**src/rtl/fb_scan_arbiter.sv**
```systemverilog
// Framebuffer RAM owner: VGA scan-out prefetches always win the single port,
// the drawing engine gets every other slot. Also serialises words into pixels.
module fb_scan_arbiter #(
  parameter int HOR_FIELD      = 799,
  parameter int HOR_TOTAL      = 1042,
  parameter int VER_FIELD      = 599,
  parameter int VER_TOTAL      = 665,
  parameter int PIX_W          = 2,
  parameter int DATA_W         = 16,
  parameter int ADDR_W         = 16,
  parameter int WORDS_PER_LINE = (HOR_FIELD + 1) / (DATA_W / PIX_W),
  parameter int FB_WORDS       = WORDS_PER_LINE * (VER_FIELD + 1)
) (
  input  logic              clock,
  input  logic              reset,
  input  logic [11:0]       display_col,
  input  logic [10:0]       display_row,
  input  logic              calc,
  input  logic              wr_req,
  input  logic [ADDR_W-1:0] wr_addr,
  input  logic [DATA_W-1:0] wr_data,
  output logic              wr_gnt,
  output logic              wr_oob,
  output logic [ADDR_W-1:0] mem_addr,
  output logic              mem_we,
  output logic [DATA_W-1:0] mem_wdata,
  input  logic [DATA_W-1:0] mem_rdata,
  output logic [PIX_W-1:0]  pixel
);

  localparam int PPW     = DATA_W / PIX_W;
  localparam int LOG_PPW = $clog2(PPW);
  localparam int SEL_W   = $clog2(DATA_W);
  localparam int COL_W   = 12;
  localparam int ROW_W   = 11;

  localparam logic [COL_W-1:0]   COL_FIELD  = COL_W'(HOR_FIELD);
  localparam logic [COL_W-1:0]   COL_TOTAL  = COL_W'(HOR_TOTAL);
  localparam logic [COL_W-1:0]   COL_A_LIM  = COL_W'(HOR_FIELD + 1 - PPW);
  localparam logic [COL_W-1:0]   COL_B      = COL_W'(HOR_TOTAL - 4);
  localparam logic [ROW_W-1:0]   ROW_FIELD  = ROW_W'(VER_FIELD);
  localparam logic [ROW_W-1:0]   ROW_TOTAL  = ROW_W'(VER_TOTAL);
  localparam logic [LOG_PPW-1:0] SUB_MID    = LOG_PPW'(PPW / 2);
  localparam logic [LOG_PPW-1:0] SUB_LAST   = LOG_PPW'(PPW - 1);
  localparam logic [ADDR_W-1:0]  FB_LIM     = ADDR_W'(FB_WORDS);
  localparam logic [ADDR_W-1:0]  LINE_WORDS = ADDR_W'(WORDS_PER_LINE);

  logic [ROW_W-1:0]   next_row_s;
  logic [ROW_W-1:0]   rd_row_s;
  logic [LOG_PPW-1:0] col_sub_s;
  logic [SEL_W-1:0]   bit_sel_s;
  logic [ADDR_W-1:0]  rd_word_s;
  logic [ADDR_W-1:0]  rd_addr_s;
  logic               slot_a_s;
  logic               slot_b_s;
  logic               slot_s;
  logic               xfer_s;
  logic               visible_s;
  logic               calc_unused_s;

  logic [ADDR_W-1:0]  mem_addr_q,  mem_addr_d;
  logic               mem_we_q,    mem_we_d;
  logic [DATA_W-1:0]  mem_wdata_q, mem_wdata_d;
  logic               wr_gnt_q,    wr_gnt_d;
  logic               wr_oob_q,    wr_oob_d;
  logic [PIX_W-1:0]   pixel_q,     pixel_d;
  logic [DATA_W-1:0]  cur_word_q,  cur_word_d;
  logic [DATA_W-1:0]  next_word_q, next_word_d;
  logic               fetch1_q,    fetch1_d;
  logic               fetch2_q,    fetch2_d;
  logic               synced_q,    synced_d;

  // vertical-blank flag is informational; scheduling is derived from row/col
  assign calc_unused_s = calc;

  // Scan-slot detection and the framebuffer address of the word it fetches
  always_comb begin
    col_sub_s  = display_col[LOG_PPW-1:0];
    next_row_s = (display_row == ROW_TOTAL) ? '0 : display_row + ROW_W'(1'b1);
    slot_a_s   = (display_row <= ROW_FIELD) && (display_col < COL_A_LIM) &&
                 (col_sub_s == SUB_MID);
    slot_b_s   = (display_col == COL_B) && (next_row_s <= ROW_FIELD);
    slot_s     = slot_a_s || slot_b_s;
    if (slot_b_s) begin
      rd_row_s  = next_row_s;
      rd_word_s = '0;
    end else begin
      rd_row_s  = display_row;
      rd_word_s = ADDR_W'(display_col[COL_W-1:LOG_PPW]) + ADDR_W'(1'b1);
    end
    rd_addr_s = ADDR_W'(rd_row_s) * LINE_WORDS + rd_word_s;
    xfer_s    = ((col_sub_s == SUB_LAST) && (display_col < COL_FIELD)) ||
                (display_col == COL_TOTAL);
    visible_s = (display_col <= COL_FIELD) && (display_row <= ROW_FIELD) && synced_q;
    bit_sel_s = SEL_W'(col_sub_s) * SEL_W'(PIX_W);
  end

  // Next-state: port arbitration, fetch pipeline, word transfer and pixel select
  always_comb begin
    mem_addr_d  = mem_addr_q;
    mem_we_d    = 1'b0;
    mem_wdata_d = mem_wdata_q;
    wr_gnt_d    = 1'b0;
    wr_oob_d    = wr_oob_q;
    if (slot_s) begin
      mem_addr_d = rd_addr_s;
    end else if (wr_req) begin
      mem_addr_d  = wr_addr;
      mem_wdata_d = wr_data;
      mem_we_d    = (wr_addr < FB_LIM);
      wr_gnt_d    = 1'b1;
      wr_oob_d    = wr_oob_q || (wr_addr >= FB_LIM);
    end else begin
      mem_we_d = 1'b0;
      wr_gnt_d = 1'b0;
    end

    // RAM answers one cycle after the address; capture one cycle later still
    fetch1_d = slot_s;
    fetch2_d = fetch1_q;
    if (fetch2_q) begin
      next_word_d = mem_rdata;
    end else begin
      next_word_d = next_word_q;
    end
    if (xfer_s) begin
      cur_word_d = next_word_q;
    end else begin
      cur_word_d = cur_word_q;
    end

    // pixels stay dark after reset until a full line has been prefetched
    synced_d = synced_q || slot_b_s;
    if (visible_s) begin
      pixel_d = cur_word_q[bit_sel_s +: PIX_W];
    end else begin
      pixel_d = '0;
    end
  end

  // State registers
  always_ff @(posedge clock or posedge reset) begin
    if (reset) begin
      mem_addr_q  <= '0;
      mem_we_q    <= 1'b0;
      mem_wdata_q <= '0;
      wr_gnt_q    <= 1'b0;
      wr_oob_q    <= 1'b0;
      pixel_q     <= '0;
      cur_word_q  <= '0;
      next_word_q <= '0;
      fetch1_q    <= 1'b0;
      fetch2_q    <= 1'b0;
      synced_q    <= 1'b0;
    end else begin
      mem_addr_q  <= mem_addr_d;
      mem_we_q    <= mem_we_d;
      mem_wdata_q <= mem_wdata_d;
      wr_gnt_q    <= wr_gnt_d;
      wr_oob_q    <= wr_oob_d;
      pixel_q     <= pixel_d;
      cur_word_q  <= cur_word_d;
      next_word_q <= next_word_d;
      fetch1_q    <= fetch1_d;
      fetch2_q    <= fetch2_d;
      synced_q    <= synced_d;
    end
  end

  assign mem_addr  = mem_addr_q;
  assign mem_we    = mem_we_q;
  assign mem_wdata = mem_wdata_q;
  assign wr_gnt    = wr_gnt_q;
  assign wr_oob    = wr_oob_q;
  assign pixel     = pixel_q;

endmodule

```
**config.mk**
```make
export PLATFORM = sky130hd
export DESIGN_NAME = fb_scan_arbiter
export DESIGN_NICKNAME = d
export VERILOG_FILES = /design/src/rtl/fb_scan_arbiter.sv
export SDC_FILE = /design/constraint.sdc
export NUM_CORES = 1
export LEC_CHECK = 0
export CAP_MARGIN = 20
export CORE_ASPECT_RATIO = 0.7
export CORE_MARGIN = 3
export CORE_UTILIZATION = 55
export DETAILED_ROUTE_END_ITERATION = 8
export HOLD_SLACK_MARGIN = 0.12
export PLACE_DENSITY = 0.87
export SKIP_LAST_GASP = 1
export SYNTH_ARGS = -nofsm -noshare
export SYNTH_HDL_FRONTEND = slang
export SYNTH_SLANG_ARGS = --single-unit
```
**constraint.sdc**
```tcl
create_clock -name clock -period 6.1 [get_ports clock]
set_input_delay 0.61 -clock clock [delete_from_list [all_inputs] [get_ports clock]]
set_output_delay 0.61 -clock clock [all_outputs]
set_load 0.1 [all_outputs]
```
# [After elaboration in Yosys (flattened, before gate mapping)]
# Index checks and enable logic that the tools add are counted.
[word_totals] regBits=72 input_bits=75
[classes] n_mux=10 bitwise_logic=1 order_cmp=7 add_sub_neg=3 multipliers=1 n_reduce_logical=12 shift=1 eq_ne=5
[ops] cell="2-to-1 mux 16 bit" n=2
[ops] cell="== test 12 x 11 -> 1 bit (second input constant)" n=2
[ops] cell="< comparator 12 x 10 -> 1 bit (second input constant)" n=2
[ops] cell="<= comparator 11 x 10 -> 1 bit (second input constant)" n=2
[ops] cell="2-to-1 mux 11 bit" n=2
[ops] cell="adder 16 bit" n=1
[ops] cell=">= comparator 16 bit (second input constant)" n=1
[ops] cell="< comparator 16 bit (second input constant)" n=1
[ops] cell="indexed part select 16 x 5 -> 2 bit" n=1
[ops] cell="multiplier 11 x 5 -> 14 bit (second input constant)" n=1
[ops] cell="<= comparator 12 x 10 -> 1 bit (second input constant)" n=1
[ops] cell="adder 11 x 1 -> 11 bit (second input constant)" n=1
[ops] cell="== test 11 x 10 -> 1 bit (second input constant)" n=1
[ops] cell="adder 9 x 1 -> 10 bit (second input constant)" n=1
[ops] cell="2-to-1 mux 10 bit" n=1
[ops] cell="== test 3 bit (second input constant)" n=2
[ops] cell="logical AND 1 bit" n=6
[ops] cell="logical OR 1 bit" n=4
[ops] cell="2-to-1 mux 1 bit" n=4
[ops] cell="2-to-1 mux 2 bit" n=1
[ops] cell="AND reduction 2 bit" n=1
[ops] cell="nonzero test 2 bit" n=1
[ops] cell="inverter 1 bit" n=1

# [Depth between registers and ports, before layout]
[logic_depth] depth_word=8 mapped_depth=24 mapped_depth_nobuf=24

# [Worst setup path after synthesis]
# Ideal clock, no wire load.
[synth_timing] path_kind="input -> register" startpoint="input port display_row[0]" endpoint="register mem_addr_q[15], in the netlist mem_addr[15]" setup_ns=0.092 n_path_buf=1 slack_ns=0.305 path_stages=23 required_time_ns=6.008 t_arrival_ns=5.703 path_cell_list="ha_1 > clkbuf_1 > nand4_1 > xnor2_1 > o311a_1 > or2_4 > a211o_1 > nand2b_1 > o31ai_1 > ha_1 > ha_1 > inv_1 > fa_1 > inv_1 > ha_1 > and3_1 > a221oi_1 > nand2b_1 > xor2_1 > and4_1 > nand3_1 > and3_1 > o31ai_2"
[synth_between] elab_chain_len=8 elab_cells_between_ends=15 cone_classes="add/sub (2); mul (1); order compare (2); eq/ne (1); mux (4); reduce/logical (5)"
[synth_rtl] element="start, declared" line="17" rtl="input logic [10:0] display_row,"
[synth_rtl] element="adder 11 x 1 -> 11 bit or == test 11 x 10 -> 1 bit (tied branches)" line="79" rtl="next_row_s = (display_row == ROW_TOTAL) ? '0 : display_row + ROW_W'(1'b1);"
[synth_rtl] element="2-to-1 mux 11 bit" line="79"
[synth_rtl] element="<= comparator 11 x 10 -> 1 bit" line="82" rtl="slot_b_s = (display_col == COL_B) && (next_row_s <= ROW_FIELD);"
[synth_rtl] element="logical AND 1 bit" line="82"
[synth_rtl] element="2-to-1 mux 11 bit" line="84" rtl="if (slot_b_s) begin"
[synth_rtl] element="multiplier 11 x 5 -> 14 bit" line="91" rtl="rd_addr_s = ADDR_W'(rd_row_s) * LINE_WORDS + rd_word_s;"
[synth_rtl] element="adder 16 bit" line="91"
[synth_rtl] element="2-to-1 mux 16 bit" line="105" rtl="if (slot_s) begin"
[synth_rtl] element="end signal, assigned" line="156" rtl="mem_addr_q <= mem_addr_d;"
[synth_rtl] element="end, declared" line="61" rtl="logic [ADDR_W-1:0] mem_addr_q, mem_addr_d;"
# Several ways; a longest one is shown, not always the timed one.
# A chain may end at the register's enable or synchronous reset.

# [Worst setup path after layout]
[layout_timing] startpoint="input port display_row[3]" endpoint="register mem_addr_q[15], in the netlist mem_addr[15]"
# Same word-level chain as after synthesis.

==> out/metrics.cfg <==
[routing]
top_layer = met4
wirelength_microns = 16000
antenna_left = 0
drt_iter0_drc = 525
wl_met2_microns = 7590
wl_met1_microns = 6390
route.detailed.drc = 0
firstDrtPassIters = 7
routed_via_density = 6.00
met3RoutedLength_microns = 1560
avgRoutedWirePerCell_microns = 20.5
route.vias.total = 4667

[yosys]
ys_types = 61
postSynthRegisterBits = 72
netlist_area_sq_um = 4920
synthesis.nets = 583
async_flop_share_pct = 100
yosysMostFrequentCell = dfrtp_1
ys_top_cells_by_count = 72 x dfrtp_1, 42 x ha_1, 42 x mux2_2
avgSynthCellArea_sq_um = 10.7
synthTopCellsByArea = dfrtp_1 37%, ha_1 11%, mux2_2 9.6%, mux2i_1 4.1%, xnor2_1 3.6%
seq_area_frac_synth_pct = 36.7
synth_ff_type = dfrtp_1
synth_top_area_cell = dfrtp_1
synth-edff-count = 0
yosysTopAreaCellShare_pct = 36.7
synthCells = 459
yosysWarnings = 0

[sta]
maxSlewViolCount = 0
setup_slack_ps = -16.4
min_period_over_period_pct = 100
setup_viol = 1
worst_pin_slew_ps = 1030
finClkSkew_ps = 5.54
max_slew_margin_pct = 31.4
fmax_mhz = 163
timing.hold.ws_ps = 347
final-hold-violation-count = 0
finalCriticalPeriod_ps = 6120
finalSetupTns_ps = -16.4

[placement]
place.gp.congestion = 0.937
place_hpwl_microns = 11300
port-buffer-count = 110
place_ws_ps = -519
place_area_sq_um = 6740

[clock_tree]
clockBufferDepth = 2
cts_tree = done
clkSlewWorstSetupHoldPaths_ps = 60
cts_buffers = 9
clk_latency_ps = 330
clock_sinks = 72
clockRootBuffer = clkbuf_16
hold_buffers = 0
h-tree-depth = 3

[floorplanning]
fp.dieW_microns = 119
core_sq_um = 8580
ios = 112
die_h_microns = 85.1
initial_core_util_pct = 57.3
num_rows = 28
die_area_sq_um = 10100

[cells_and_area]
diodes = 0
drive_gt1_share_pct = 29.9
final_area_sq_um = 7300
multi_input_area_sq_um = 3120
syn2layout_area_growth_pct = 48.5
nFillCells = 451
layout.nets = 778
seq_area_sq_um = 1800

[job]
drv_cap = 0

[worst_setup_path]
worstPathMaxFanout = 6
end_kind = flop
cp.arrival_ps = 6350
worstPathRequired_ps = 6330
critPathLaunchType = primary input
path_class = in -> reg

[pwr]
ir_drop_mv = 0.236
power_density_nw_per_um2 = 280
leakage_nw = 3.44
total_power_w = 0.00204

[min_path]
hp-class = reg -> reg

[global_routing]
grt_antenna_before_repair = 0
grt_pass1_vias = 4606
grtUsageTotal_pct = 30.5
grt_pass1_wl_microns = 24100
grt-ovfl-total = 0
grt_max_degree = 73

[run_status]
violations = negative setup slack
status = complete, but fails checks

## cell usage in the layout, fill, tap and decap left out, drive strengths merged, types with 4 or more instances in the layout
cell,synthesis,final
nand2b,4,4
mux4,4,4
or4,4,4
nand2,19,19
xnor2,20,20
o21ai,16,16
nand4,4,4
nor2,33,33
a31oi,4,4
or3,4,4
ha,42,42
a21o,9,9
xor2,9,9
mux2i,20,20
inv,23,23
mux2,49,49
o31ai,7,7
nand3,13,13
dfrtp,72,72
clkbuf,13,10
and3,8,8
fa,7,7
clkdlybuf4s50,0,107
a21oi,22,22
buf,7,94
## flip-flops by register name, indices dropped and copies added, names as in the netlist
name,cells
fetch2_q,1
synced_q,1
cur_word_q,16
pixel,2
wr_gnt,1
wr_oob,1
mem_addr,16
fetch1_q,1
next_word_q,16
mem_wdata,16
mem_we,1
## stage by stage
| stage | instances | util [%] |
|---|---|---|
| after floorplan | 459 | - |
| after global placement | 759 | 78.5 |
| after detailed placement | 759 | 78.5 |
| after CTS | 774 | 82.7 |
| after global routing | 778 | 85.1 |
| final | 778 | 85.1 |
## final timing paths
check	start	end	slack, ps	cells past startpoint
worst max-delay path	display_row[3]	mem_addr[15]	-20	27
worst min-delay path	fetch1_q	fetch2_q	350	0
worst max register to register	fetch2_q	next_word_q[9]	4760	1
worst min register to register	fetch1_q	fetch2_q	350	0
max in group asynchronous	reset	mem_addr[9]	4650	3
min in group asynchronous	reset	cur_word_q[7]	880	3
## cell families (layout without fill, tap and decap cells)
kind of cell / after synthesis / in the layout / synth area share (%)
AOI/OAI and AO/OA: 82 / 82 / 11.2
xor gates and xnor gates: 29 / 29 / 5.17
adders and majority gates: 49 / 49 / 13.5
buffers and inverters: 43 / 242 / 3.89
DFF: 72 / 72 / 36.7
muxes: 73 / 73 / 17.7
and+or+nand+nor: 111 / 111 / 11.9
## per-layer routing
layer  vias to the layer above  global-route usage [%]
met5                         -                       0
met4                         0                    9.04
met3                        44                    6.73
met2                       302                    48.9
met1                      2259                    41.9
li1                       2062                       -
## what timing repair did
action	4_1_cts	5_1_grt
setup buffers	0	4
pin swaps	0	16
cloned	0	0
resized for setup	8	33
setup endpoints to repair	4	7
## worst max-delay path, cell delays in order
cell	delay [ps]
clkdlybuf4s50_1	490
buf_6	130
nand4_1	200
buf_4	200
buf_4	140
or3_1	360
xnor2_1	160
a211o_4	300
buf_6	140
o21ai_4	160
o31ai_4	90
buf_4	150
buf_4	130
ha_1	210
ha_1	270
inv_1	50
fa_1	530
inv_1	90
ha_4	300
and3_1	190
a221oi_2	60
a211o_1	350
xnor2_2	280
and4_1	260
nand3_1	100
and3_1	180
o31ai_2	220
## layout make-up
type,count,area share [%]
inverter,23,1.18
clock inverter,5,1.11
multi-input combinational,344,42.7
clock buffer,10,3.27
sequential,72,24.7
timing repair buffer,204,25.0
tap,120,2.06
## power breakdown
| part | internal (W) | total (W) | switching (W) |
|---|---|---|---|
| combinational | 0.000402 | 0.000920 | 0.000518 |
| sequential | 0.000527 | 0.000556 | 0.0000296 |
| clock | 0.000367 | 0.000565 | 0.000199 |
(Power assumes the default switching activity.)
